[src/rtl/shift_chain_pkg.sv]
// Shared types and constants for the shift_chain scan/serialise block.
package shift_chain_pkg;

  typedef enum logic [1:0] {ST_IDLE, ST_SHIFT, ST_DONE} state_t;

  typedef enum logic [1:0] {OP_HOLD, OP_LOAD, OP_FWD, OP_REV} stage_op_t;

  localparam logic DIR_FWD = 1'b0;
  localparam logic DIR_REV = 1'b1;

endpackage

[src/rtl/shift_chain_if.sv]
// Control/data bundle between the control FSM side (master) and shift_chain (slave).
interface shift_chain_if #(
  parameter int WIDTH = 8,
  parameter int DEPTH = 4
);
  localparam int CNT_W = $clog2(DEPTH + 1);

  logic                     shift_en;
  logic                     shift_en_n;
  logic                     dir;
  logic                     load;
  logic [WIDTH*DEPTH-1:0]   par_in;
  logic [WIDTH-1:0]         ser_in;
  logic                     start;
  logic [CNT_W-1:0]         count;
  logic [WIDTH*DEPTH-1:0]   par_out;
  logic [WIDTH-1:0]         ser_out;
  logic                     busy;
  logic                     done;
  logic                     en_fault;

  modport master (
    output shift_en, shift_en_n, dir, load, par_in, ser_in, start, count,
    input  par_out, ser_out, busy, done, en_fault
  );

  modport slave (
    input  shift_en, shift_en_n, dir, load, par_in, ser_in, start, count,
    output par_out, ser_out, busy, done, en_fault
  );

endinterface

[src/rtl/shift_stage.sv]
// One WIDTH-bit chain stage: load / forward / reverse / hold, cleared asynchronously.
module shift_stage
  import shift_chain_pkg::*;
#(
  parameter int WIDTH = 8
) (
  input  logic             clk,
  input  logic             rst_n,
  input  stage_op_t        op,
  input  logic [WIDTH-1:0] load_word,
  input  logic [WIDTH-1:0] fwd_word,
  input  logic [WIDTH-1:0] rev_word,
  output logic [WIDTH-1:0] q
);

  always_ff @(posedge clk or negedge rst_n) begin
    if (!rst_n) begin
      q <= '0;
    end else begin
      case (op)
        OP_LOAD: q <= load_word;
        OP_FWD:  q <= fwd_word;
        OP_REV:  q <= rev_word;
        default: q <= q;
      endcase
    end
  end

endmodule

[src/rtl/shift_chain.sv]
// Bidirectional DEPTH x WIDTH shift chain with parallel load, counted bursts
// and consistency checking of the complementary shift enable pair.
module shift_chain
  import shift_chain_pkg::*;
#(
  parameter int WIDTH = 8,
  parameter int DEPTH = 4
) (
  input logic         clk,
  input logic         rst_n,
  shift_chain_if.slave bus
);

  localparam int CNT_W = $clog2(DEPTH + 1);

  state_t           state, state_nxt;
  logic [CNT_W-1:0] remaining, remaining_nxt;
  logic             fault_q;
  logic             en_ok, en_bad;
  logic             do_shift;
  stage_op_t        op;
  logic [WIDTH-1:0] stage_q [DEPTH];
  logic [WIDTH*DEPTH-1:0] par_word;

  // Bursts longer than the chain saturate at DEPTH shifts.
  function automatic logic [CNT_W-1:0] sat_count(input logic [CNT_W-1:0] req);
    if (req > CNT_W'(DEPTH)) return CNT_W'(DEPTH);
    return req;
  endfunction

  assign en_ok  = bus.shift_en & ~bus.shift_en_n;
  assign en_bad = ~(bus.shift_en ^ bus.shift_en_n);

  always_ff @(posedge clk or negedge rst_n) begin
    if (!rst_n) begin
      state     <= ST_IDLE;
      remaining <= '0;
      fault_q   <= 1'b0;
    end else begin
      state     <= state_nxt;
      remaining <= remaining_nxt;
      fault_q   <= en_bad;
    end
  end

  always_comb begin
    state_nxt     = state;
    remaining_nxt = remaining;
    do_shift      = 1'b0;
    if (bus.load) begin
      state_nxt     = ST_IDLE;
      remaining_nxt = '0;
    end else begin
      case (state)
        ST_IDLE: begin
          if (bus.start) begin
            if (bus.count == '0) begin
              state_nxt = ST_DONE;
            end else begin
              state_nxt     = ST_SHIFT;
              remaining_nxt = sat_count(bus.count);
            end
          end else begin
            do_shift = en_ok;
          end
        end
        ST_SHIFT: begin
          if (en_ok) begin
            do_shift      = 1'b1;
            remaining_nxt = remaining - CNT_W'(1);
            if (remaining == CNT_W'(1)) state_nxt = ST_DONE;
          end
        end
        ST_DONE: begin
          do_shift  = en_ok;
          state_nxt = ST_IDLE;
        end
        default: begin
          state_nxt     = ST_IDLE;
          remaining_nxt = '0;
        end
      endcase
    end

    op = OP_HOLD;
    if (bus.load)    op = OP_LOAD;
    else if (do_shift) op = (bus.dir == DIR_REV) ? OP_REV : OP_FWD;
  end

  for (genvar i = 0; i < DEPTH; i++) begin : g_stage
    logic [WIDTH-1:0] fwd_word;
    logic [WIDTH-1:0] rev_word;

    if (i == 0) begin : g_fwd_head
      assign fwd_word = bus.ser_in;
    end else begin : g_fwd_link
      assign fwd_word = stage_q[i-1];
    end

    if (i == DEPTH - 1) begin : g_rev_head
      assign rev_word = bus.ser_in;
    end else begin : g_rev_link
      assign rev_word = stage_q[i+1];
    end

    shift_stage #(.WIDTH(WIDTH)) u_stage (
      .clk       (clk),
      .rst_n     (rst_n),
      .op        (op),
      .load_word (bus.par_in[i*WIDTH +: WIDTH]),
      .fwd_word  (fwd_word),
      .rev_word  (rev_word),
      .q         (stage_q[i])
    );
  end

  always_comb begin
    par_word = '0;
    for (int i = 0; i < DEPTH; i++) par_word[i*WIDTH +: WIDTH] = stage_q[i];
  end

  assign bus.par_out  = par_word;
  assign bus.ser_out  = (bus.dir == DIR_FWD) ? stage_q[DEPTH-1] : stage_q[0];
  assign bus.busy     = (state == ST_SHIFT);
  assign bus.done     = (state == ST_DONE);
  assign bus.en_fault = fault_q;

endmodule

[src/flat_wrapper.sv]
// flat-port wrapper written by rule: the top's interface ports become plain ports
module shift_chain_flat import shift_chain_pkg::*;
#(
  parameter int WIDTH = 8,
  parameter int DEPTH = 4
)
  (clk, rst_n, bus_shift_en, bus_shift_en_n, bus_dir, bus_load, bus_par_in, bus_ser_in, bus_start, bus_count, bus_par_out, bus_ser_out, bus_busy, bus_done, bus_en_fault);
  shift_chain_if #(.WIDTH(WIDTH), .DEPTH(DEPTH)) bus_i ();
  input logic clk;
  input logic rst_n;
  input wire logic [$bits(bus_i.shift_en)-1:0] bus_shift_en;
  input wire logic [$bits(bus_i.shift_en_n)-1:0] bus_shift_en_n;
  input wire logic [$bits(bus_i.dir)-1:0] bus_dir;
  input wire logic [$bits(bus_i.load)-1:0] bus_load;
  input wire logic [$bits(bus_i.par_in)-1:0] bus_par_in;
  input wire logic [$bits(bus_i.ser_in)-1:0] bus_ser_in;
  input wire logic [$bits(bus_i.start)-1:0] bus_start;
  input wire logic [$bits(bus_i.count)-1:0] bus_count;
  output wire logic [$bits(bus_i.par_out)-1:0] bus_par_out;
  output wire logic [$bits(bus_i.ser_out)-1:0] bus_ser_out;
  output wire logic [$bits(bus_i.busy)-1:0] bus_busy;
  output wire logic [$bits(bus_i.done)-1:0] bus_done;
  output wire logic [$bits(bus_i.en_fault)-1:0] bus_en_fault;
  assign bus_i.shift_en = bus_shift_en;
  assign bus_i.shift_en_n = bus_shift_en_n;
  assign bus_i.dir = bus_dir;
  assign bus_i.load = bus_load;
  assign bus_i.par_in = bus_par_in;
  assign bus_i.ser_in = bus_ser_in;
  assign bus_i.start = bus_start;
  assign bus_i.count = bus_count;
  assign bus_par_out = bus_i.par_out;
  assign bus_ser_out = bus_i.ser_out;
  assign bus_busy = bus_i.busy;
  assign bus_done = bus_i.done;
  assign bus_en_fault = bus_i.en_fault;
  shift_chain #(.WIDTH(WIDTH), .DEPTH(DEPTH)) u_core (.clk(clk), .rst_n(rst_n), .bus(bus_i));
endmodule
[config.mk]
export PLATFORM = sky130hd
export DESIGN_NAME = shift_chain_flat
export DESIGN_NICKNAME = d
export VERILOG_FILES = /design/src/rtl/shift_chain_pkg.sv /design/src/rtl/shift_chain_if.sv /design/src/rtl/shift_stage.sv /design/src/rtl/shift_chain.sv /design/src/flat_wrapper.sv
export SDC_FILE = /design/constraint.sdc
export NUM_CORES = 1
export LEC_CHECK = 0
export ABC_AREA = 1
export BUFFER_PORTS_ARGS = -buffer_cell sky130_fd_sc_hd__buf_2
export CORE_ASPECT_RATIO = 0.9
export CORE_UTILIZATION = 51
export CTS_CLUSTER_DIAMETER = 50
export CTS_CLUSTER_SIZE = 28
export DETAILED_ROUTE_END_ITERATION = 6
export MAX_ROUTING_LAYER = met4
export PLACE_DENSITY = 0.9
export SLEW_MARGIN = 30
export SYNTH_ARGS = -nofsm -noshare
export SYNTH_HDL_FRONTEND = slang
export SYNTH_HIERARCHICAL = 1
export SYNTH_SLANG_ARGS = --single-unit
[constraint.sdc]
create_clock -name clk -period 2.33 [get_ports clk]
set_input_delay 0.3495 -clock clk [delete_from_list [all_inputs] [get_ports clk]]
set_output_delay 0.3495 -clock clk [all_outputs]
set_load 0.05 [all_outputs]
# ---- Yosys cells after proc, flatten, opt, wreduce, memory -nomap -nowiden
# Index checks and enable logic that the tools add are counted.
dict set report totals {
  reg_bits 38
  inputBits 50
  out_inout_bits 43
  elab_cells 59
}
dict set report op_classes {
  addsub 1
  magnitude_cmp 1
  eq_ne 11
  mux 30
  bitwise_logic 4
  reduce_logical 5
}
# op n
set ops {}
lappend ops {{8-bit one-hot mux with 3 select lines} 4}
lappend ops {{3-bit two-way mux} 6}
lappend ops {{2-bit two-way mux} 7}
lappend ops {{1-bit two-way mux} 9}
lappend ops {{3-bit one-hot mux with 3 select lines} 1}
lappend ops {{8-bit two-way mux} 1}
lappend ops {{2-bit equality test, second input constant} 3}
lappend ops {{3-bit by 2-bit inequality test with 1-bit output, second input constant} 2}
lappend ops {{3-bit inequality test, second input constant} 2}
lappend ops {{2-bit by 1-bit equality test with 1-bit output, second input constant} 2}
lappend ops {{2-bit one-hot mux with 2 select lines} 1}
lappend ops {{4-bit AND reduction} 1}
lappend ops {{3-bit by 1-bit equality test with 1-bit output, second input constant} 1}
lappend ops {{3-bit greater-than comparator, second input constant} 1}
lappend ops {{3-bit logical NOT} 1}
lappend ops {{1-bit one-hot mux with 3 select lines} 1}
lappend ops {{3-bit AND reduction} 1}
lappend ops {{3-bit nonzero test} 1}
lappend ops {{3-bit by 1-bit subtractor with 3-bit output, second input constant} 1}
lappend ops {{2-bit logical NOT} 1}
lappend ops {{2-bit inequality test, second input constant} 1}
lappend ops {{1-bit NOT} 2}
lappend ops {{1-bit AND} 1}
lappend ops {{1-bit XOR} 1}

# ---- Logic depth before layout (Yosys ltp)
# Gate-level depths: netlist of the first run.
dict set report depth {
  word_depth 11
  depth_mapped 14
  mapped_depth_nobuf 12
}

# ---- By module
# Netlist of the first run, hierarchy kept.
# mod n_inst cells_each area_per_inst_um2 seq_area_each_um2
set modules_own_cells {}
lappend modules_own_cells {shift_stage 4 79 510.5 200.2}
lappend modules_own_cells {shift_chain 1 87 624.3 150.1}

# ---- Worst setup path after synthesis of the first run
# Ideal clock, no wire load.
dict set report synth_path {
  path_kind {reg-to-reg}
  startpoint {register u_core.state[0]}
  endpoint {register u_core.g_stage[1].u_stage.q[0]}
  setup_time_ps 72
  arrival_time_ps 1856
  required_time_ps 2258
  slack_ps 402
  stages_incl_launch_ff 15
  n_path_buf 2
  synth_period_minus_slack_ps 1928
  path_cell_list {dfrtp_1 -> inv_1 -> ha_1 -> inv_1 -> nor2_1 -> nor2_1 -> nor2_1 -> nand2_1 -> nand2_1 -> buf_2 -> buf_4 -> nand3_1 -> nand2_1 -> nor2_1 -> nor2_1}
}
dict set report synth_between {
  elab_chain_len 7
  elab_cells_between_ends 12
  cone_classes {eq/ne (5); mux (5); reduce/logical (2)}
}
# element line
set synth_rtl {}
lappend synth_rtl {{from (decl)} shift_chain.sv:16} ;# state_t state, state_nxt;
lappend synth_rtl {{from (signal assigned)} shift_chain.sv:40} ;# state <= state_nxt;
lappend synth_rtl {{2-bit equality test (tied with other cells)} shift_chain.sv:54} ;# case (state)
lappend synth_rtl {{1-bit one-hot mux with 3 select lines *} shift_chain.sv:54}
lappend synth_rtl {{1-bit two-way mux *} shift_chain.sv:50} ;# if (bus.load) begin
lappend synth_rtl {{2-bit two-way mux *} shift_chain.sv:87} ;# else if (do_shift) op = (bus.dir == DIR_REV) ? OP_REV : OP_FWD;
lappend synth_rtl {{2-bit two-way mux *} shift_chain.sv:86} ;# if (bus.load) op = OP_LOAD;
lappend synth_rtl {{via u_core.op[1]} shift_chain.sv:21} ;# stage_op_t op;
lappend synth_rtl {{2-bit equality test / 2-bit by 1-bit equality test with 1-bit output (equally long branches)} shift_stage.sv:20} ;# case (op)
lappend synth_rtl {{8-bit one-hot mux with 3 select lines / 3-bit nonzero test (equally long branches)} -}
lappend synth_rtl {{to (signal assigned)} shift_stage.sv:21} ;# OP_LOAD: q <= load_word;
lappend synth_rtl {{to (signal assigned)} shift_stage.sv:22} ;# OP_FWD: q <= fwd_word;
lappend synth_rtl {{to (signal assigned)} shift_stage.sv:23} ;# OP_REV: q <= rev_word;
lappend synth_rtl {{to (decl)} shift_stage.sv:13} ;# output logic [WIDTH-1:0] q
# Mark *: on every way through the listed nets, which the timed path passes. The rest lies on a longest branch.
# A chain may end at the register's enable or synchronous reset.

# ---- Worst setup path after layout of the first run
dict set report layout_path {
  startpoint {register u_core.state[0]}
  endpoint {register u_core.g_stage[0].u_stage.q[1]}
}
dict set report layout_between {
  elab_chain_len 7
  elab_cells_between_ends 12
  cone_classes {eq/ne (5); mux (5); reduce/logical (2)}
}
# element line
set layout_rtl {}
lappend layout_rtl {{2-bit equality test (tied with other cells)} shift_chain.sv:54}
lappend layout_rtl {{1-bit one-hot mux with 3 select lines *} shift_chain.sv:54}
lappend layout_rtl {{1-bit two-way mux *} shift_chain.sv:50}
lappend layout_rtl {{2-bit two-way mux *} shift_chain.sv:87}
lappend layout_rtl {{2-bit two-way mux *} shift_chain.sv:86}
lappend layout_rtl {{via u_core.op[1]} shift_chain.sv:21}
lappend layout_rtl {{2-bit equality test / 2-bit by 1-bit equality test with 1-bit output (equally long branches)} shift_stage.sv:20}
lappend layout_rtl {{8-bit one-hot mux with 3 select lines / 3-bit nonzero test (equally long branches)} -}
lappend layout_rtl {{to (signal assigned)} shift_stage.sv:21}
lappend layout_rtl {{to (signal assigned)} shift_stage.sv:22}
lappend layout_rtl {{to (signal assigned)} shift_stage.sv:23}
lappend layout_rtl {{to (decl)} shift_stage.sv:13}
# Marks and branches as above.

==> out/qor.csv, run 1 <==
metric;value;unit
pwr-share-clk;16.6;%
die_area;0.00552;mm^2
routabilityCongestion;0.920;
synthTopCellsByCount;104 x nor2_1, 87 x nand2_1, 48 x inv_1;
setup_viol;0;
ys_seq_area_share;35.7;%
drv_cap;0;
ys_ff_latch;38;
netlist_instances;403;
gr-total-overflow;0;
fin_crit_sh;89.2;%
drc;0;
portBuffers;92;
final.setup.tns;0;ns
skew;0.00518;ns
synth_edf_count;0;
p_seq_share;31.4;%
synth.area.top_cells;dfrtp_1 36%, nor2_1 15%, nand2_1 12%;
dpl.hpwl;5870;um
cp.arrival;2.26;ns
hp-class;in2async;
vdd_drop_max;0.487;mV
endpoint_kind;register;
cp.required;2.51;ns
grt_pass1_wl;12400;um
yosys.area.top_type;dfrtp_1;
numCtsBuffers;5;
power.internal;1.59;mW
finalWirelength;7770;um
rows;24;
multi_input_area;0.00137;mm^2
cp_max_fo;72;
grt_pass1_vias;2566;
cts-root-buf;clkbuf_8;
hold_viol;0;
utilization;65.1;%
via_count;2889;
top_layer_used;met4;
drtIter0Drc;349;
nets;542;
clk_latency;0.29;ns
max_freq;481;MHz
syn_area_per_cell;6.62;um^2
cts_sinks;38;
synth_top_area_share;35.7;%
syn_area;0.00267;mm^2
cts_tree;built;
coreArea;0.00492;mm^2
p_leak;1.83;nW
startpoint_type;register;
rsz0062_at_grt;no;
wl_met1;3260;um
async_flop_share;100;%
slew-limit-headroom;45.1;%
antenna_cells;0;
die_height;70.6;um
met3_length;789;um
synth_fp_nets;460;
routedWlPerCell;14.1;um
outcome;complete, no violations;
combPwrFrac;52.0;%
swShare;51.6;%
yosys.cell_types.count;19;
grt_antenna_before_repair;0;
cts_max_level;2;
final.min_clock_period;2.08;ns
postRouteAntennaNets;0;
tightest_slew;0.824;ns
cts_buffer_depth;2;
yosysMostFrequentCell;nor2_1;
layout-drive-gt1-share;25.7;%
cts_setup_buffers;0;
initial_core_util;54.1;%
grt_start_max_net_pins;73;
holdWs;0.152;ns
firstDrtPassIters;5;
io_pins;93;
num-fill-cells;441;
register_area;951;um^2
met2_length;3530;um
synth_flop_cell;dfrtp_1;
path_clk_slew;0.07;ns
switchingPower;1.69;mW
ys_warn_count;6;
crit_type;reg2reg;
grtUsageTotal;30.1;%
viasPerCell;5.24;
final-max-slew-violation-count;0;
die_w;78.2;um
powerDensity;1020;mW/mm^2
syn2layout_area_growth;20.3;%
-- cell families (layout without fill, tap and decap cells) --
logic type | after synthesis | count (layout) | synth area share (%)
adders and majority gates | 7 | 7 | 3.28
and+or+nand+nor | 240 | 240 | 37.1
AOI/OAI and AO/OA | 37 | 37 | 7.09
DFF | 38 | 38 | 35.7
muxes | 8 | 8 | 3.38
buffers and inverters | 73 | 156 | 13.5
-- path summary, 6_finish.rpt --
check	start	endpoint	slack, ns	depth (start not counted)
setup / recovery	u_core/state[0]$_DFFE_PN0P_	u_core/g_stage[0].u_stage/q[1]$_DFFE_PN0P_	0.25	12
hold reg to reg	u_core/remaining[1]$_DFFE_PN0P_	u_core/remaining[1]$_DFFE_PN0P_	0.49	2
max in group asynchronous	rst_n	u_core/g_stage[1].u_stage/q[7]$_DFFE_PN0P_	1.65	1
hold / removal	rst_n	u_core/g_stage[2].u_stage/q[6]$_DFFE_PN0P_	0.15	1
setup reg to reg	u_core/state[0]$_DFFE_PN0P_	u_core/g_stage[0].u_stage/q[1]$_DFFE_PN0P_	0.25	12
min in group clk	bus_shift_en	u_core/bus.en_fault$_DFF_PN0_	0.30	2
-- cell usage in the layout (no fill, tap or decap), drive strengths merged --
cell	instances
a21oi	33
buf	96
bufinv	1
clkbuf	7
dfrtp	38
ha	7
inv	52
mux2	8
nand2	90
nand3	40
nor2	106
o21ai	4
or2	4
-- worst max-delay path: stages (launching register included) --
cell and delay, ns:
dfrtp_1 0.42, inv_1 0.10, ha_1 0.22, inv_1 0.07
nor2_1 0.08, nor2_1 0.06, nor2_4 0.11, buf_12 0.27
inv_1 0.18, nand2_1 0.13, nand2_1 0.07, nor2_1 0.16
nor2_1 0.06
-- per-layer routing --
layer	global-route usage, %	vias up
met5	-	-
met4	10.7	0
met3	6.58	20
met2	45.3	174
met1	40.2	1295
li1	-	1400
-- per-stage QoR --
step	setup WS [ns]	std cells	cell area [um^2]	power, mW
2_1_floorplan	0.402	403	2670	2.29
3_3_place_gp	0.431	543	3100	2.66
3_5_place_dp	0.296	543	3100	2.72
4_1_cts	0.245	551	3200	3.26
5_1_grt	0.0660	551	3210	3.47
6_report	0.252	551	3210	3.28
-- registers in the layout, indices dropped and copies added (netlist names) --
name,flops
u_core/g_stage.u_stage/q,32
u_core/state,2
u_core/remaining,3
u_core/bus.en_fault,1
-- area by class of cell --
cell class / count / area share, %
Multi-Input combinational cell: 292 / 42.7
Sequential cell: 38 / 29.7
Clock buffer: 7 / 2.38
Clock inverter: 1 / 0.936
Inverter: 52 / 6.09
Timing Repair Buffer: 96 / 15.7
Tap cell: 65 / 2.54
-- timing repair --
item                       in CTS  in global routing
hold buffers                    0                  0
resized for setup               0                  1
setup endpoints to repair       0                  1
hold endpoints to repair        0                  0
-- power groups by stage --
stage	Clock [mW]	Combinational (mW)	Sequential, mW
2_1_floorplan	0	0.878	1.41
3_3_place_gp	0	1.63	1.02
3_5_place_dp	0	1.68	1.03
4_1_cts	0.548	1.69	1.02
5_1_grt	0.580	1.84	1.05
6_report	0.544	1.71	1.03
(Power assumes the default switching activity.)
==> run 2: changes to the inputs <==
--- a/config.mk
+++ b/config.mk
@@ -7,7 +7,6 @@
 export LEC_CHECK = 0
 export ABC_AREA = 1
 export BUFFER_PORTS_ARGS = -buffer_cell sky130_fd_sc_hd__buf_2
-export CORE_ASPECT_RATIO = 0.9
 export CORE_UTILIZATION = 51
 export CTS_CLUSTER_DIAMETER = 50
 export CTS_CLUSTER_SIZE = 28
==> run 2 against run 1 <==
  * Final cell count up 0.54%
  * Sequential share of layout area about the same
  * Final area is 0.16% lower
  * Die area is essentially flat
  * Clock power decreased by 14%
  * Via count rose by 2.0%
  * Worst setup slack lost 0.053 ns
  * Core utilization is 0.50 points higher
  * Critical path depth increased by 1
  * Critical endpoint is now u_core/g_stage[0].u_stage/q[6]$_DFFE_PN0P_
  * Highest routed layer unchanged
==> out/qor.csv, run 2 (synthesis results as in run 1) <==
metric;value;unit;change
setup_viol;0;;unchanged
crit_slowest_cell;dfrtp_1;;
cp.arrival;2.35;ns;+0.09 ns
cts_max_level;2;;unchanged
grtUsageTotal;30.5;%;+0.34 points
rsz0062_at_grt;no;;
cp.depth;13;;+1
dpl.hpwl;5760;um;-1.9%
largest_reg_flops;32;;unchanged
firstDrtPassIters;5;;unchanged
crit_path_frequent_cell;nor2_1;;
layout-drive-gt1-share;26.1;%;+0.36 points
final.min_clock_period;2.13;ns;+0.0527 ns
top_register;u_core/g_stage.u_stage/q;;
endpoint_kind;register;;
die_area;0.00552;mm^2;about the same
crit-reg2reg-launch;u_core/state[1]$_DFFE_PN0P_;;
met3_length;673;um;-15%
viasPerCell;5.32;;+1.5%
hold_viol;0;;unchanged
cts_setup_buffers;0;;unchanged
cp_top_family;simple AND/OR/NAND/NOR gates;;
gr-total-overflow;0;;unchanged
top_layer_used;met4;;
portBuffers;92;;unchanged
setup.worst_path.end;u_core/g_stage[0].u_stage/q[6]$_DFFE_PN0P_;;
postRouteAntennaNets;0;;unchanged
grt_antenna_before_repair;0;;unchanged
antenna_cells;0;;unchanged
syn2layout_area_growth;20.1;%;
p_leak;1.83;nW;about the same
grt_start_max_net_pins;73;;unchanged
crit_chain;inv_1, ha_1, inv_1, nor2_1, nor2_1, nor2_4, nand2_1, nand2_4, buf_4, nand3_1, nand2_1, nor2_1, nor2_1;;
initial_core_util;54.6;%;+0.50 points
max_freq;469;MHz;-2.5%
vdd_drop_max;0.678;mV;+39%
via_count;2948;;+2.0%
worstReg2RegEnd;u_core/g_stage[0].u_stage/q[6]$_DFFE_PN0P_;;
critPathLaunch;u_core/state[1]$_DFFE_PN0P_;;
numCtsBuffers;5;;unchanged
cts_resized;0;;unchanged
skew;0.00446;ns;-0.000715 ns
io_pins;93;;unchanged
cp.required;2.55;ns;+0.04 ns
nets;543;;+0.18%
cts_buffer_depth;2;;unchanged
num-fill-cells;446;;+1.1%
design_area;0.00320;mm^2;-0.16%
cts_tree;built;;
final.setup.tns;0;ns;unchanged
drv_cap;0;;unchanged
routabilityCongestion;0.934;;+1.6%
slew-limit-headroom;43.2;%;-1.9 points
grt_pass1_wl;12300;um;-0.28%
reg2reg_depth;13;;+1
critPathMaxStageDelay;0.41;ns;about the same
powerDensity;1000;mW/mm^2;-2.3%
cts_sinks;38;;unchanged
cts_hold_buf;0;;unchanged
largestRegisters;u_core/g_stage.u_stage/q (32), u_core/remaining (3), u_core/state (2);;
crit_type;reg2reg;;
path_clk_slew;0.07;ns;about the same
tightest_slew;0.853;ns;+0.0289 ns
wl_met1;3280;um;+0.55%
ff2ff_setup_slack;0.20;ns;-0.05 ns
startpoint_type;register;;
final-max-slew-violation-count;0;;unchanged
drtIter0Drc;346;;-0.86%
met2_length;3630;um;+2.7%
die_w;74.3;um;-5.0%
final_common_cell;nor2_1;;
finalWirelength;7720;um;-0.57%
hp-class;in2async;;
coreArea;0.00488;mm^2;-0.91%
die_height;74.3;um;+5.3%
fin_crit_sh;91.4;%;+2.3 points
drc;0;;unchanged
rows;25;;+4.2%
cts-root-buf;clkbuf_8;;
critPathBufInv;3;;-1
clk_latency;0.29;ns;about the same
cp_max_fo;22;;-69%
placed_cell_area;0.00311;mm^2;+0.32%
outcome;complete, no violations;;
routedWlPerCell;13.9;um;-1.1%
mostFrequentLayoutCells;103 x nor2_1, 92 x buf_2, 86 x nand2_1, 48 x inv_1, 38 x dfrtp_1;;
holdWs;0.164;ns;+0.0120 ns
grt_pass1_vias;2634;;+2.7%
-- run 2: final cells by class --
| type | instances | area, um^2 | area share (%) |
|---|---|---|---|
| sequential | 38 | 951 | 29.7 |
| multi-input combinational | 292 | 1370 | 42.8 |
| clock inverter | 1 | 5.00 | 0.156 |
| timing repair buffer | 97 | 510 | 15.9 |
| inverter | 52 | 195 | 6.10 |
| tap | 67 | 83.8 | 2.62 |
| clock buffer | 7 | 86.3 | 2.70 |
-- run 2: power by group --
group | switching, mW | internal (mW) | total, mW
sequential | 0.201 | 0.823 | 1.02
combinational | 1.26 | 0.447 | 1.71
clock | 0.231 | 0.239 | 0.469
-- run 2: stage by stage --
step / util (%) / total power [mW] / instances / setup slack, ns
detailed placement: 63.6 / 2.71 / 546 / 0.256
finish: 65.6 / 3.20 / 554 / 0.200
floorplan: - / 2.29 / 403 / 0.402
CTS: 65.5 / 3.18 / 554 / 0.206
global placement: 63.6 / 2.65 / 546 / 0.409
global route: 65.6 / 3.39 / 554 / 0.0966
-- run 2: how the worst min path moves through the flow --
stage | startpoint | to | slack [ns] | cells past startpoint
after floorplan | rst_n | u_core/bus.en_fault$_DFF_PN0_ | 0.05 | 0
after global placement | u_core/remaining[1]$_DFFE_PN0P_ | u_core/remaining[1]$_DFFE_PN0P_ | 0.46 | 2
after detailed placement | u_core/remaining[1]$_DFFE_PN0P_ | u_core/remaining[1]$_DFFE_PN0P_ | 0.47 | 2
after CTS | rst_n | u_core/g_stage[1].u_stage/q[1]$_DFFE_PN0P_ | 0.19 | 1
after global routing | rst_n | u_core/g_stage[1].u_stage/q[1]$_DFFE_PN0P_ | 0.22 | 1
final | rst_n | u_core/g_stage[1].u_stage/q[1]$_DFFE_PN0P_ | 0.16 | 1
-- run 2: worst register-to-register path: stages (launching register included) --
cell and delay (ns):
dfrtp_1 0.41, inv_1 0.12, ha_1 0.27, inv_1 0.07, nor2_1 0.10, nor2_1 0.07, nor2_4 0.12, nand2_1 0.10
nand2_4 0.20, buf_4 0.24, nand3_1 0.11, nand2_1 0.10, nor2_1 0.05, nor2_1 0.10
-- run 2: routing by layer --
| metal | track usage (%) | vias up |
|---|---|---|
| li1 | - | 1402 |
| met5 | - | - |
| met3 | 4.88 | 16 |
| met2 | 48.5 | 180 |
| met1 | 39.7 | 1350 |
| met4 | 10.3 | 0 |
==> run 3: changes to the inputs <==
--- a/config.mk
+++ b/config.mk
@@ -13,6 +13,7 @@
 export DETAILED_ROUTE_END_ITERATION = 6
 export MAX_ROUTING_LAYER = met4
 export PLACE_DENSITY = 0.9
+export RECOVER_POWER = 50
 export SLEW_MARGIN = 30
 export SYNTH_ARGS = -nofsm -noshare
 export SYNTH_HDL_FRONTEND = slang
==> run 3 against run 2 <==
  * The flow now finishes with violations (capacitance limit, slew limit)
  * Hold slack improved by 0.13 ns
  * Count of clock-buffer cells in the layout stayed put
  * Non-clock buffer count is the same
  * Flip-flop and latch count stayed put
  * Clock power barely moved
  * Global-route usage unchanged
  * First-iteration DRC count increased by 2.9%
  * Critical endpoint is now u_core/g_stage[2].u_stage/q[1]$_DFFE_PN0P_
  * Final cell count stayed put
  * Worst setup slack improved by 0.013 ns
==> out/qor.csv, run 3 (synthesis results as in run 1) <==
metric;value;unit;change
die_area;0.00552;mm^2;unchanged
postRouteAntennaNets;0;;unchanged
rsz0062_at_grt;no;;
final_common_cell;nor2_1;;
reg2reg_depth;12;;-1
swShare;53.3;%;+0.42 points
cts_max_level;2;;unchanged
pwr-share-clk;14.7;%;about the same
min_to;u_core/bus.en_fault$_DFF_PN0_;;
holdWs;0.290;ns;+0.126 ns
nets;543;;unchanged
hold_depth;2;;
io_pins;93;;unchanged
power.internal;1.49;mW;-1.5%
endpoint_kind;register;;
min-delay-start;bus_shift_en;;
drtIter0Drc;356;;+2.9%
grtUsageMet1;39.7;%;unchanged
cts_sinks;38;;unchanged
firstDrtPassIters;6;;+1
syn2layout_area_growth;19.1;%;
layout-drive-gt1-share;21.8;%;-4.3 points
cts_setup_buffers;0;;unchanged
clk_latency;0.29;ns;about the same
path_clk_slew;0.07;ns;about the same
worstReg2RegEnd;u_core/g_stage[2].u_stage/q[1]$_DFFE_PN0P_;;
cp.required;2.51;ns;-0.04 ns
die_w;74.3;um;unchanged
mostFrequentLayoutCells;103 x nor2_1, 86 x nand2_1, 71 x buf_2, 48 x inv_1, 38 x dfrtp_1;;
grt_start_max_net_pins;73;;unchanged
largestRegisters;u_core/g_stage.u_stage/q (32), u_core/remaining (3), u_core/state (2);;
finalWirelength;7750;um;+0.35%
cp_max_fo;72;;+230%
hp-class;in2reg;;
drv_cap;1;;+1
crit_type;reg2reg;;
grtUsageTotal;30.5;%;unchanged
routabilityCongestion;0.934;;unchanged
dpl.hpwl;5760;um;unchanged
via_count;2953;;+0.17%
grt_use_met2;48.5;%;unchanged
numCtsBuffers;5;;unchanged
largest_reg_flops;32;;unchanged
grt_antenna_before_repair;0;;unchanged
grt_pass1_wl;12300;um;unchanged
gr-total-overflow;0;;unchanged
viasPerCell;5.33;;+0.17%
fin_crit_sh;90.9;%;-0.57 points
slew-limit-headroom;-37.9;%;-81 points
final.min_clock_period;2.12;ns;-0.0133 ns
cp.arrival;2.30;ns;-0.05 ns
multi_input_area;0.00137;mm^2;unchanged
p_leak;1.78;nW;-2.9%
coreArea;0.00488;mm^2;unchanged
antenna_cells;0;;unchanged
ff2ff_setup_slack;0.21;ns;about the same
register_area;951;um^2;unchanged
num-fill-cells;453;;+1.6%
portBuffers;92;;unchanged
setup_viol;0;;unchanged
met3_usage;4.88;%;unchanged
die_height;74.3;um;unchanged
grt_pass1_vias;2634;;unchanged
combPwrFrac;53.1;%;-0.3 points
tightest_slew;2.07;ns;+1.22 ns
cts_tree;built;;
final-max-slew-violation-count;39;;+39
vdd_drop_max;0.678;mV;about the same
startpoint_type;register;;
skew;0.00468;ns;+0.000214 ns
powerDensity;1000;mW/mm^2;+0.21%
rows;25;;unchanged
placed_cells;546;;unchanged
drc;0;;unchanged
failed_checks;capacitance limit, slew limit;;
switchingPower;1.70;mW;+0.18%
outcome;finished with violations;;
final.setup.tns;0;ns;unchanged
top_register;u_core/g_stage.u_stage/q;;
routedWlPerCell;14.0;um;+0.35%
max_freq;472;MHz;+0.63%
cts-root-buf;clkbuf_8;;
initial_core_util;54.6;%;unchanged
hold_viol;0;;unchanged
p_seq_share;32.2;%;+0.2 points
busiest_layer;met2;;
crit-reg2reg-launch;u_core/state[1]$_DFFE_PN0P_;;
layout.cells.non_filler;554;;unchanged
utilization;65.1;%;-0.54 points
cts_buffer_depth;2;;unchanged
==> run 3: repair_timing <==
item,4_1_cts,5_1_grt
setup endpoints to repair,0,1
endpoints found under the hold margin,0,0
hold buffers,0,0
gates resized for setup,0,1
==> run 3: layout make-up <==
cell class / count / area share, %
multi-input cells: 292 / 43.1
flip-flops and latches: 38 / 29.9
repair buffers: 97 / 15.2
inverters: 52 / 6.15
clock buffers: 7 / 2.72
well taps: 67 / 2.64
clock inverters: 1 / 0.158
==> run 3: power by group through the flow <==
stage | logic, mW | clock network, mW | registers, mW
2_1_floorplan | 0.878 | 0 | 1.41
3_3_place_gp | 1.63 | 0 | 1.02
3_5_place_dp | 1.68 | 0 | 1.03
4_1_cts | 1.69 | 0.479 | 1.01
5_1_grt | 1.83 | 0.507 | 1.04
6_report | 1.69 | 0.469 | 1.02
==> run 3: critical path, cell delays in order (launching register included) <==
cell and delay [ns]:
dfrtp_1 0.41, inv_1 0.12, ha_1 0.27, inv_1 0.07, nor2_1 0.09, nor2_1 0.07, nor2_4 0.12, buf_12 0.28
inv_1 0.19, nand2_1 0.14, nand2_1 0.07, nor2_1 0.11, nor2_1 0.05
==> run 3: layer usage <==
layer  up-vias  share of wire, %
met5         -                 0
met1      1357                42
li1       1404                 -
met2       180                47
met3        12               8.9
met4         0               1.6
==> run 3: how the worst max path moves through the flow <==
stage	to	slack, ns	from
after detailed placement	u_core/g_stage[0].u_stage/q[3]$_DFFE_PN0P_	0.26	u_core/state[1]$_DFFE_PN0P_
after global placement	u_core/g_stage[1].u_stage/q[1]$_DFFE_PN0P_	0.41	u_core/state[0]$_DFFE_PN0P_
final	u_core/g_stage[2].u_stage/q[1]$_DFFE_PN0P_	0.21	u_core/state[1]$_DFFE_PN0P_
after floorplan	u_core/g_stage[1].u_stage/q[0]$_DFFE_PN0P_	0.40	u_core/state[0]$_DFFE_PN0P_
after CTS	u_core/g_stage[0].u_stage/q[6]$_DFFE_PN0P_	0.21	u_core/state[1]$_DFFE_PN0P_
after global routing	u_core/g_stage[2].u_stage/q[1]$_DFFE_PN0P_	0.1	u_core/state[1]$_DFFE_PN0P_
==> run 3: per-stage QoR <==
stage | total power [mW] | cell area (um^2) | worst slack [ns]
3_5_place_dp | 2.71 | 3110 | 0.256
5_1_grt | 3.38 | 3180 | 0.0966
4_1_cts | 3.18 | 3200 | 0.206
3_3_place_gp | 2.65 | 3110 | 0.409
2_1_floorplan | 2.29 | 2670 | 0.402
6_report | 3.18 | 3180 | 0.213
